<file path="config.mk">
export PLATFORM = sky130hd
export DESIGN_NAME = y86_seq_ctrl
export DESIGN_NICKNAME = d
export VERILOG_FILES = /design/src/rtl/y86_seq_ctrl.sv
export SDC_FILE = /design/constraint.sdc
export NUM_CORES = 1
export LEC_CHECK = 0
export CAP_MARGIN = 20
export CORE_ASPECT_RATIO = 1.25
export CORE_MARGIN = 3
export CORE_UTILIZATION = 42
export DETAILED_ROUTE_END_ITERATION = 6
export DONT_BUFFER_PORTS = 1
export PLACE_DENSITY = 0.66
export SETUP_SLACK_MARGIN = 0.2
export SYNTH_ARGS = -nofsm -noshare
export SYNTH_HDL_FRONTEND = slang
export SYNTH_SLANG_ARGS = --single-unit
</file>
<file path="constraint.sdc">
create_clock -name clk -period 3.2 [get_ports clk]
set_input_delay 0.32 -clock clk [delete_from_list [all_inputs] [get_ports clk]]
set_output_delay 0.32 -clock clk [all_outputs]
set_load 0.01 [all_outputs]
</file>
<file path="src/rtl/y86_seq_ctrl.sv">
// Sequential Y86-64 control unit: walks each instruction through fetch, decode,
// execute, memory, writeback and PC update, with ack timeouts and sticky fault states.
module y86_seq_ctrl #(
  parameter int unsigned TIMEOUT = 255
) (
  input  logic        clk,
  input  logic        rst_n,
  input  logic        start,
  input  logic        imem_ack,
  input  logic [3:0]  icode,
  input  logic        imem_error,
  input  logic        dmem_ack,
  input  logic        dmem_error,
  input  logic        cnd,
  output logic        imem_req,
  output logic        decode_en,
  output logic        exec_en,
  output logic        cc_we,
  output logic        dmem_req,
  output logic        dmem_write,
  output logic        reg_we,
  output logic        pc_we,
  output logic [2:0]  stat,
  output logic        busy,
  output logic [31:0] instr_cnt
);

  localparam int unsigned WAIT_W = (TIMEOUT < 2) ? 1 : $clog2(TIMEOUT + 1);

  localparam logic [2:0] STAT_AOK = 3'd1;
  localparam logic [2:0] STAT_HLT = 3'd2;
  localparam logic [2:0] STAT_ADR = 3'd3;
  localparam logic [2:0] STAT_INS = 3'd4;

  typedef enum logic [3:0] {
    S_IDLE, S_FETCH, S_DECODE, S_EXECUTE, S_MEMORY,
    S_WRITEBACK, S_PCUPDATE, S_HALT, S_ERROR
  } state_t;

  state_t              r_state;
  logic [3:0]          r_icode;
  logic                r_cnd;
  logic [WAIT_W-1:0]   r_wait;

  state_t              w_next_state;
  logic [2:0]          w_next_stat;
  logic [3:0]          w_next_icode;
  logic                w_next_cnd;
  logic [WAIT_W-1:0]   w_next_wait;
  logic                w_timeout;

  assign w_timeout = (r_wait == WAIT_W'(TIMEOUT - 1));

  // Next-state logic; an ack always wins over a coincident timeout.
  always_comb begin
    w_next_state = r_state;
    w_next_stat  = stat;
    w_next_icode = r_icode;
    w_next_cnd   = r_cnd;
    w_next_wait  = r_wait;
    case (r_state)
      S_IDLE: begin
        if (start) begin
          w_next_state = S_FETCH;
          w_next_wait  = '0;
        end
      end
      S_FETCH: begin
        if (imem_ack) begin
          w_next_icode = icode;
          if (imem_error) begin
            w_next_state = S_ERROR;
            w_next_stat  = STAT_ADR;
          end else if (icode > 4'd11) begin
            w_next_state = S_ERROR;
            w_next_stat  = STAT_INS;
          end else if (icode == 4'd0) begin
            w_next_state = S_HALT;
            w_next_stat  = STAT_HLT;
          end else begin
            w_next_state = S_DECODE;
          end
        end else if (w_timeout) begin
          w_next_state = S_ERROR;
          w_next_stat  = STAT_ADR;
        end else begin
          w_next_wait = r_wait + WAIT_W'(1);
        end
      end
      S_DECODE: w_next_state = S_EXECUTE;
      S_EXECUTE: begin
        w_next_cnd = cnd;
        case (r_icode) inside
          4'd4, 4'd5, 4'd8, 4'd9, 4'd10, 4'd11: begin
            w_next_state = S_MEMORY;
            w_next_wait  = '0;
          end
          4'd2, 4'd3, 4'd6: w_next_state = S_WRITEBACK;
          default:          w_next_state = S_PCUPDATE;
        endcase
      end
      S_MEMORY: begin
        if (dmem_ack) begin
          if (dmem_error) begin
            w_next_state = S_ERROR;
            w_next_stat  = STAT_ADR;
          end else if (r_icode == 4'd4) begin
            w_next_state = S_PCUPDATE;
          end else begin
            w_next_state = S_WRITEBACK;
          end
        end else if (w_timeout) begin
          w_next_state = S_ERROR;
          w_next_stat  = STAT_ADR;
        end else begin
          w_next_wait = r_wait + WAIT_W'(1);
        end
      end
      S_WRITEBACK: w_next_state = S_PCUPDATE;
      S_PCUPDATE: begin
        w_next_state = S_FETCH;
        w_next_wait  = '0;
      end
      S_HALT:  w_next_state = S_HALT;
      S_ERROR: w_next_state = S_ERROR;
      default: w_next_state = S_IDLE;
    endcase
  end

  // State and outputs registered together; outputs are decoded from the upcoming state.
  always_ff @(posedge clk or negedge rst_n) begin
    if (!rst_n) begin
      r_state    <= S_IDLE;
      r_icode    <= 4'd0;
      r_cnd      <= 1'b0;
      r_wait     <= '0;
      stat       <= STAT_AOK;
      instr_cnt  <= 32'd0;
      imem_req   <= 1'b0;
      decode_en  <= 1'b0;
      exec_en    <= 1'b0;
      cc_we      <= 1'b0;
      dmem_req   <= 1'b0;
      dmem_write <= 1'b0;
      reg_we     <= 1'b0;
      pc_we      <= 1'b0;
      busy       <= 1'b0;
    end else begin
      r_state    <= w_next_state;
      r_icode    <= w_next_icode;
      r_cnd      <= w_next_cnd;
      r_wait     <= w_next_wait;
      stat       <= w_next_stat;
      if (r_state == S_PCUPDATE) instr_cnt <= instr_cnt + 32'd1;
      imem_req   <= (w_next_state == S_FETCH);
      decode_en  <= (w_next_state == S_DECODE);
      exec_en    <= (w_next_state == S_EXECUTE);
      cc_we      <= (w_next_state == S_EXECUTE) && (w_next_icode == 4'd6);
      dmem_req   <= (w_next_state == S_MEMORY);
      dmem_write <= (w_next_state == S_MEMORY) &&
                    (w_next_icode inside {4'd4, 4'd8, 4'd10});
      reg_we     <= (w_next_state == S_WRITEBACK) &&
                    !((w_next_icode == 4'd2) && !w_next_cnd);
      pc_we      <= (w_next_state == S_PCUPDATE);
      busy       <= !(w_next_state inside {S_IDLE, S_HALT, S_ERROR});
    end
  end

endmodule

</file>
==> impl_metrics.prom <==
# TYPE chip_impl_metric gauge
chip_impl_info{name="status",value="finished, final reports clean"} 1
chip_impl_info{name="worst_hold_path_type",value="in2reg"} 1
chip_impl_metric{name="tritoncts_buffers",unit=""} 9
chip_impl_metric{name="synth.top_cell.area_share",unit=""} 0.495
chip_impl_info{name="rsz0062_at_grt",value="false"} 1
chip_impl_metric{name="totalWireLength",unit="um"} 6200
chip_impl_metric{name="drt_pass1_iterations",unit=""} 4
chip_impl_metric{name="post_cts_resize_count",unit=""} 0
chip_impl_metric{name="maxClockFrequency",unit="MHz"} 380
chip_impl_metric{name="syn-instance-count",unit=""} 287
chip_impl_metric{name="ys_seq_area_frac",unit=""} 0.504
chip_impl_metric{name="fillCellCount",unit=""} 628
chip_impl_metric{name="crit_fanout",unit=""} 15
chip_impl_info{name="critical_path.cell_chain",value="or4b_4 > or4b_4 > o21ai_1 > or3_1 > nor4_4 > o32a_1"} 1
chip_impl_info{name="tritoncts",value="done"} 1
chip_impl_metric{name="fin_skew",unit="ns"} 0.00802
chip_impl_metric{name="floorplan.rows",unit=""} 34
chip_impl_metric{name="buffer_and_inverter_count_on_the_worst_path",unit=""} 0
chip_impl_metric{name="initial_utilization",unit=""} 0.435
chip_impl_metric{name="cap_violations",unit=""} 0
chip_impl_metric{name="global_route_wire_length_before_repair",unit="um"} 10300
chip_impl_metric{name="timing.critical_path.required",unit="ns"} 3.41
chip_impl_metric{name="comb_pwr_share",unit=""} 0.230
chip_impl_metric{name="synth-compound-area-share",unit=""} 0.112
chip_impl_metric{name="synth.avg_cell_area",unit="um^2"} 10.6
chip_impl_metric{name="clock_power_share",unit=""} 0.304
chip_impl_metric{name="buffer_ports.inserted",unit=""} 0
chip_impl_metric{name="yosys_warnings",unit=""} 0
chip_impl_metric{name="syn-cell-area",unit="mm^2"} 0.00303
chip_impl_metric{name="groute.usage.overall",unit=""} 0.159
chip_impl_info{name="post_synth_main_area_contributors",value="sky130_fd_sc_hd__dfrtp_1 (50%), sky130_fd_sc_hd__xnor2_1 (6.9%), sky130_fd_sc_hd__nand2_1 (3.6%)"} 1
chip_impl_metric{name="hold_violations_final",unit=""} 0
chip_impl_metric{name="setup-tns-final",unit="ns"} 0
chip_impl_metric{name="flop_pwr_share",unit=""} 0.466
chip_impl_metric{name="cp_slowest_stage_delay",unit="ns"} 0.62
chip_impl_metric{name="drt-vias-per-instance",unit=""} 5.67
chip_impl_metric{name="global_route.overflow_total",unit=""} 0
chip_impl_info{name="cp_common_cell",value="sky130_fd_sc_hd__or4b_4"} 1
chip_impl_metric{name="cts_sinks",unit=""} 61
chip_impl_metric{name="finalNetCount",unit=""} 307
chip_impl_metric{name="n_antenna_cell",unit=""} 0
chip_impl_metric{name="antenna_found_initial",unit=""} 0
chip_impl_info{name="critical_path_class",value="reg2reg"} 1
chip_impl_metric{name="worst_slew_pin_slew",unit="ns"} 0.697
chip_impl_metric{name="power",unit="mW"} 2.23
chip_impl_metric{name="dieHeight",unit="um"} 101
chip_impl_metric{name="slew_margin_rel",unit=""} 0.532
chip_impl_metric{name="core",unit="mm^2"} 0.00698
chip_impl_info{name="worstSetupStartpointType",value="flip-flop"} 1
chip_impl_metric{name="ys_async_sr_fraction",unit=""} 1.00
chip_impl_metric{name="ir_drop",unit="V"} 0.000419
chip_impl_metric{name="dpl.hpwl",unit="um"} 4450
chip_impl_info{name="mostFrequentLayoutCell",value="sky130_fd_sc_hd__dfrtp_1"} 1
chip_impl_metric{name="post-place-ws",unit="ns"} 0.580
chip_impl_metric{name="stdcell_area",unit="mm^2"} 0.00334
chip_impl_metric{name="cellLeakagePower",unit="nW"} 1.48
chip_impl_metric{name="drcViolationCount",unit=""} 0
chip_impl_info{name="endpoint_kind",value="flip-flop"} 1
chip_impl_metric{name="internal-power",unit="mW"} 1.49
chip_impl_metric{name="synth.area.mux_share",unit=""} 0.0215
chip_impl_metric{name="worst_setup_hold_path_clk_slew",unit="ns"} 0.07
chip_impl_metric{name="pin_count_of_the_biggest_net_entering_global_routing",unit=""} 62
chip_impl_metric{name="final-max-slew-violation-count",unit=""} 0
chip_impl_info{name="synth_top_family_by_area",value="simple AND/OR/NAND/NOR gates"} 1
chip_impl_metric{name="place_congestion",unit=""} 0.843
chip_impl_metric{name="design.die.area",unit="mm^2"} 0.00828
chip_impl_metric{name="yosys.cell_types.count",unit=""} 60
chip_impl_metric{name="post_synth_edffs",unit=""} 0
chip_impl_metric{name="layout_min_cycle_time",unit="ns"} 2.63
chip_impl_metric{name="synthAdderAreaFrac",unit=""} 0.0124
chip_impl_metric{name="synth_fp_nets",unit=""} 302
chip_impl_info{name="cts_root_buffer",value="sky130_fd_sc_hd__clkbuf_8"} 1
chip_impl_metric{name="die_width",unit="um"} 82.0
chip_impl_metric{name="io_pins",unit=""} 56
chip_impl_metric{name="syn2layout_area_growth",unit="%"} 10.2
chip_impl_metric{name="h-tree-depth",unit=""} 3
chip_impl_info{name="most-common-layout-cells",value="sky130_fd_sc_hd__dfrtp_1 (60), sky130_fd_sc_hd__nand2_1 (29), sky130_fd_sc_hd__xnor2_1 (24)"} 1
chip_impl_metric{name="dr_total_vias",unit=""} 2188
chip_impl_metric{name="synth_simple_gate_area_frac",unit=""} 0.226
chip_impl_metric{name="layout_worst_path_cycle_share",unit=""} 0.822
chip_impl_metric{name="fin_worst_setup_slack",unit="ns"} 0.570
chip_impl_metric{name="power-per-cell-area",unit="mW/mm^2"} 669
chip_impl_metric{name="cts_max_path_buffers",unit=""} 2
chip_impl_metric{name="synth-xor-area-share",unit=""} 0.0896
chip_impl_metric{name="worstPathArrival",unit="ns"} 2.84
chip_impl_metric{name="first_global_vias",unit=""} 2196
chip_impl_metric{name="placed_area",unit="mm^2"} 0.00311
chip_impl_info{name="cpMaxStageDelayCell",value="sky130_fd_sc_hd__or4b_4"} 1
chip_impl_metric{name="power.net_switching",unit="mW"} 0.744
chip_impl_metric{name="layout-drive-gt1-share",unit=""} 0.115
chip_impl_metric{name="violation_count_after_the_first_detailed_route_iteration",unit=""} 123
chip_impl_metric{name="layoutNonFillerInstCount",unit=""} 386
chip_impl_info{name="dominantRegCellSynth",value="sky130_fd_sc_hd__dfrtp_1"} 1
chip_impl_metric{name="drtAntennaViolNets",unit=""} 0
chip_impl_metric{name="wire_per_inst",unit="um"} 16.0
chip_impl_info{name="cpLargestDelayFamily",value="simple AND/OR/NAND/NOR gates"} 1
chip_impl_metric{name="place_inst",unit=""} 369
chip_impl_metric{name="finalSetupViolCount",unit=""} 0
chip_impl_metric{name="yosys_register_bits",unit=""} 61
chip_impl_metric{name="clock_latency",unit="ns"} 0.33
chip_impl_info{name="yosys.area.top_type",value="sky130_fd_sc_hd__dfrtp_1"} 1
chip_impl_metric{name="p_sw_frac",unit=""} 0.333
[power by group through the flow]
stage / clock network, mW / registers [mW] / logic (mW)
after floorplan: 0 / 0.991 / 0.465
after global placement: 0 / 1.05 / 0.485
after detailed placement: 0 / 1.05 / 0.497
after CTS: 0.708 / 1.04 / 0.520
after global routing: 0.744 / 1.06 / 0.579
final: 0.680 / 1.04 / 0.513
[per-layer routing]
layer,GRT usage,up-vias,part of all wire
li1,-,1042,-
met3,0.0680,6,0.075
met4,0.0499,0,0.011
met2,0.266,50,0.51
met5,0,-,0
met1,0.183,1090,0.41
[path summary, 6_finish.rpt]
path                                 start            end  slack, ns  cells after the start
worst min register to register   r_wait[7]      r_wait[7]       0.50                      1
worst max register to register  r_state[1]        stat[2]       0.57                      6
worst max-delay path            r_state[1]        stat[2]       0.57                      6
worst min-delay path                   cnd          r_cnd       0.16                      1
max in group asynchronous            rst_n        stat[0]       2.37                      2
min in group asynchronous            rst_n  instr_cnt[14]       0.51                      2
[registers in the layout, indices dropped and copies added (netlist names), 3 cells and up]
register,cells
r_wait,8
r_icode,4
instr_cnt,32
stat,3
r_state,4
[what timing repair did]
| action | 4_1_cts | 5_1_grt |
|---|---|---|
| endpoints found under the hold margin | 61 | 0 |
| setup buffers | 0 | 0 |
| endpoints found under the setup margin | 0 | 0 |
| hold buffers | 2 | 0 |
[cells by family (layout without fill, tap and decap cells)]
| logic type | after synthesis | in the layout |
|---|---|---|
| and+or+nand+nor | 121 | 121 |
| DFF | 61 | 61 |
| AOI/OAI and AO/OA | 45 | 45 |
| xor gates and xnor gates | 31 | 31 |
| buffers and inverters | 20 | 29 |
| muxes | 6 | 6 |
| adders and majority gates | 3 | 3 |
[worst reg2reg max path, delay by kind of cell (launching register included)]
| kind | cells | cell delay, ns |
|---|---|---|
| flops | 1 | 0.53 |
| compound gates | 2 | 0.43 |
| simple gates | 4 | 1.56 |
[cells in the mapped netlist (2+ instances only)]
cell and instances:
sky130_fd_sc_hd__ha_1 3, sky130_fd_sc_hd__o211ai_1 2, sky130_fd_sc_hd__or4_1 3, sky130_fd_sc_hd__a21oi_1 2
sky130_fd_sc_hd__and4_1 4, sky130_fd_sc_hd__o21a_1 2, sky130_fd_sc_hd__o21ai_0 11, sky130_fd_sc_hd__nand3_1 19
sky130_fd_sc_hd__and3_1 11, sky130_fd_sc_hd__and2_1 3, sky130_fd_sc_hd__mux2i_1 2, sky130_fd_sc_hd__nor3_1 8
sky130_fd_sc_hd__nand4_1 7, sky130_fd_sc_hd__nand2_1 29, sky130_fd_sc_hd__mux2_2 4, sky130_fd_sc_hd__nor2b_1 4
sky130_fd_sc_hd__xnor2_1 24, sky130_fd_sc_hd__o41ai_1 2, sky130_fd_sc_hd__inv_1 9, sky130_fd_sc_hd__nor2_1 15
sky130_fd_sc_hd__a211o_1 2, sky130_fd_sc_hd__or4b_4 2, sky130_fd_sc_hd__clkbuf_1 7, sky130_fd_sc_hd__a31oi_1 4
sky130_fd_sc_hd__dfrtp_1 60, sky130_fd_sc_hd__o31ai_1 6, sky130_fd_sc_hd__buf_6 2, sky130_fd_sc_hd__xor2_1 7
sky130_fd_sc_hd__nor4b_1 2
[per-stage QoR]
stage                     hold slack (ns)   util
after floorplan                    0.0244      -
after global placement             0.0257  0.445
after detailed placement           0.0257  0.445
after CTS                           0.134  0.479
after global routing                0.133  0.479
final                               0.164  0.479
[layout make-up]
cell class | instances | area [um^2] | share of cell area
well taps | 90 | 113 | 0.0337
clock inverters | 4 | 47.5 | 0.0142
multi-input cells | 206 | 1400 | 0.419
flip-flops and latches | 61 | 1530 | 0.457
repair buffers | 4 | 52.6 | 0.0157
inverters | 10 | 50.0 | 0.0150
clock buffers | 11 | 151 | 0.0453
Note: power is estimated with default switching activity, not from simulation.
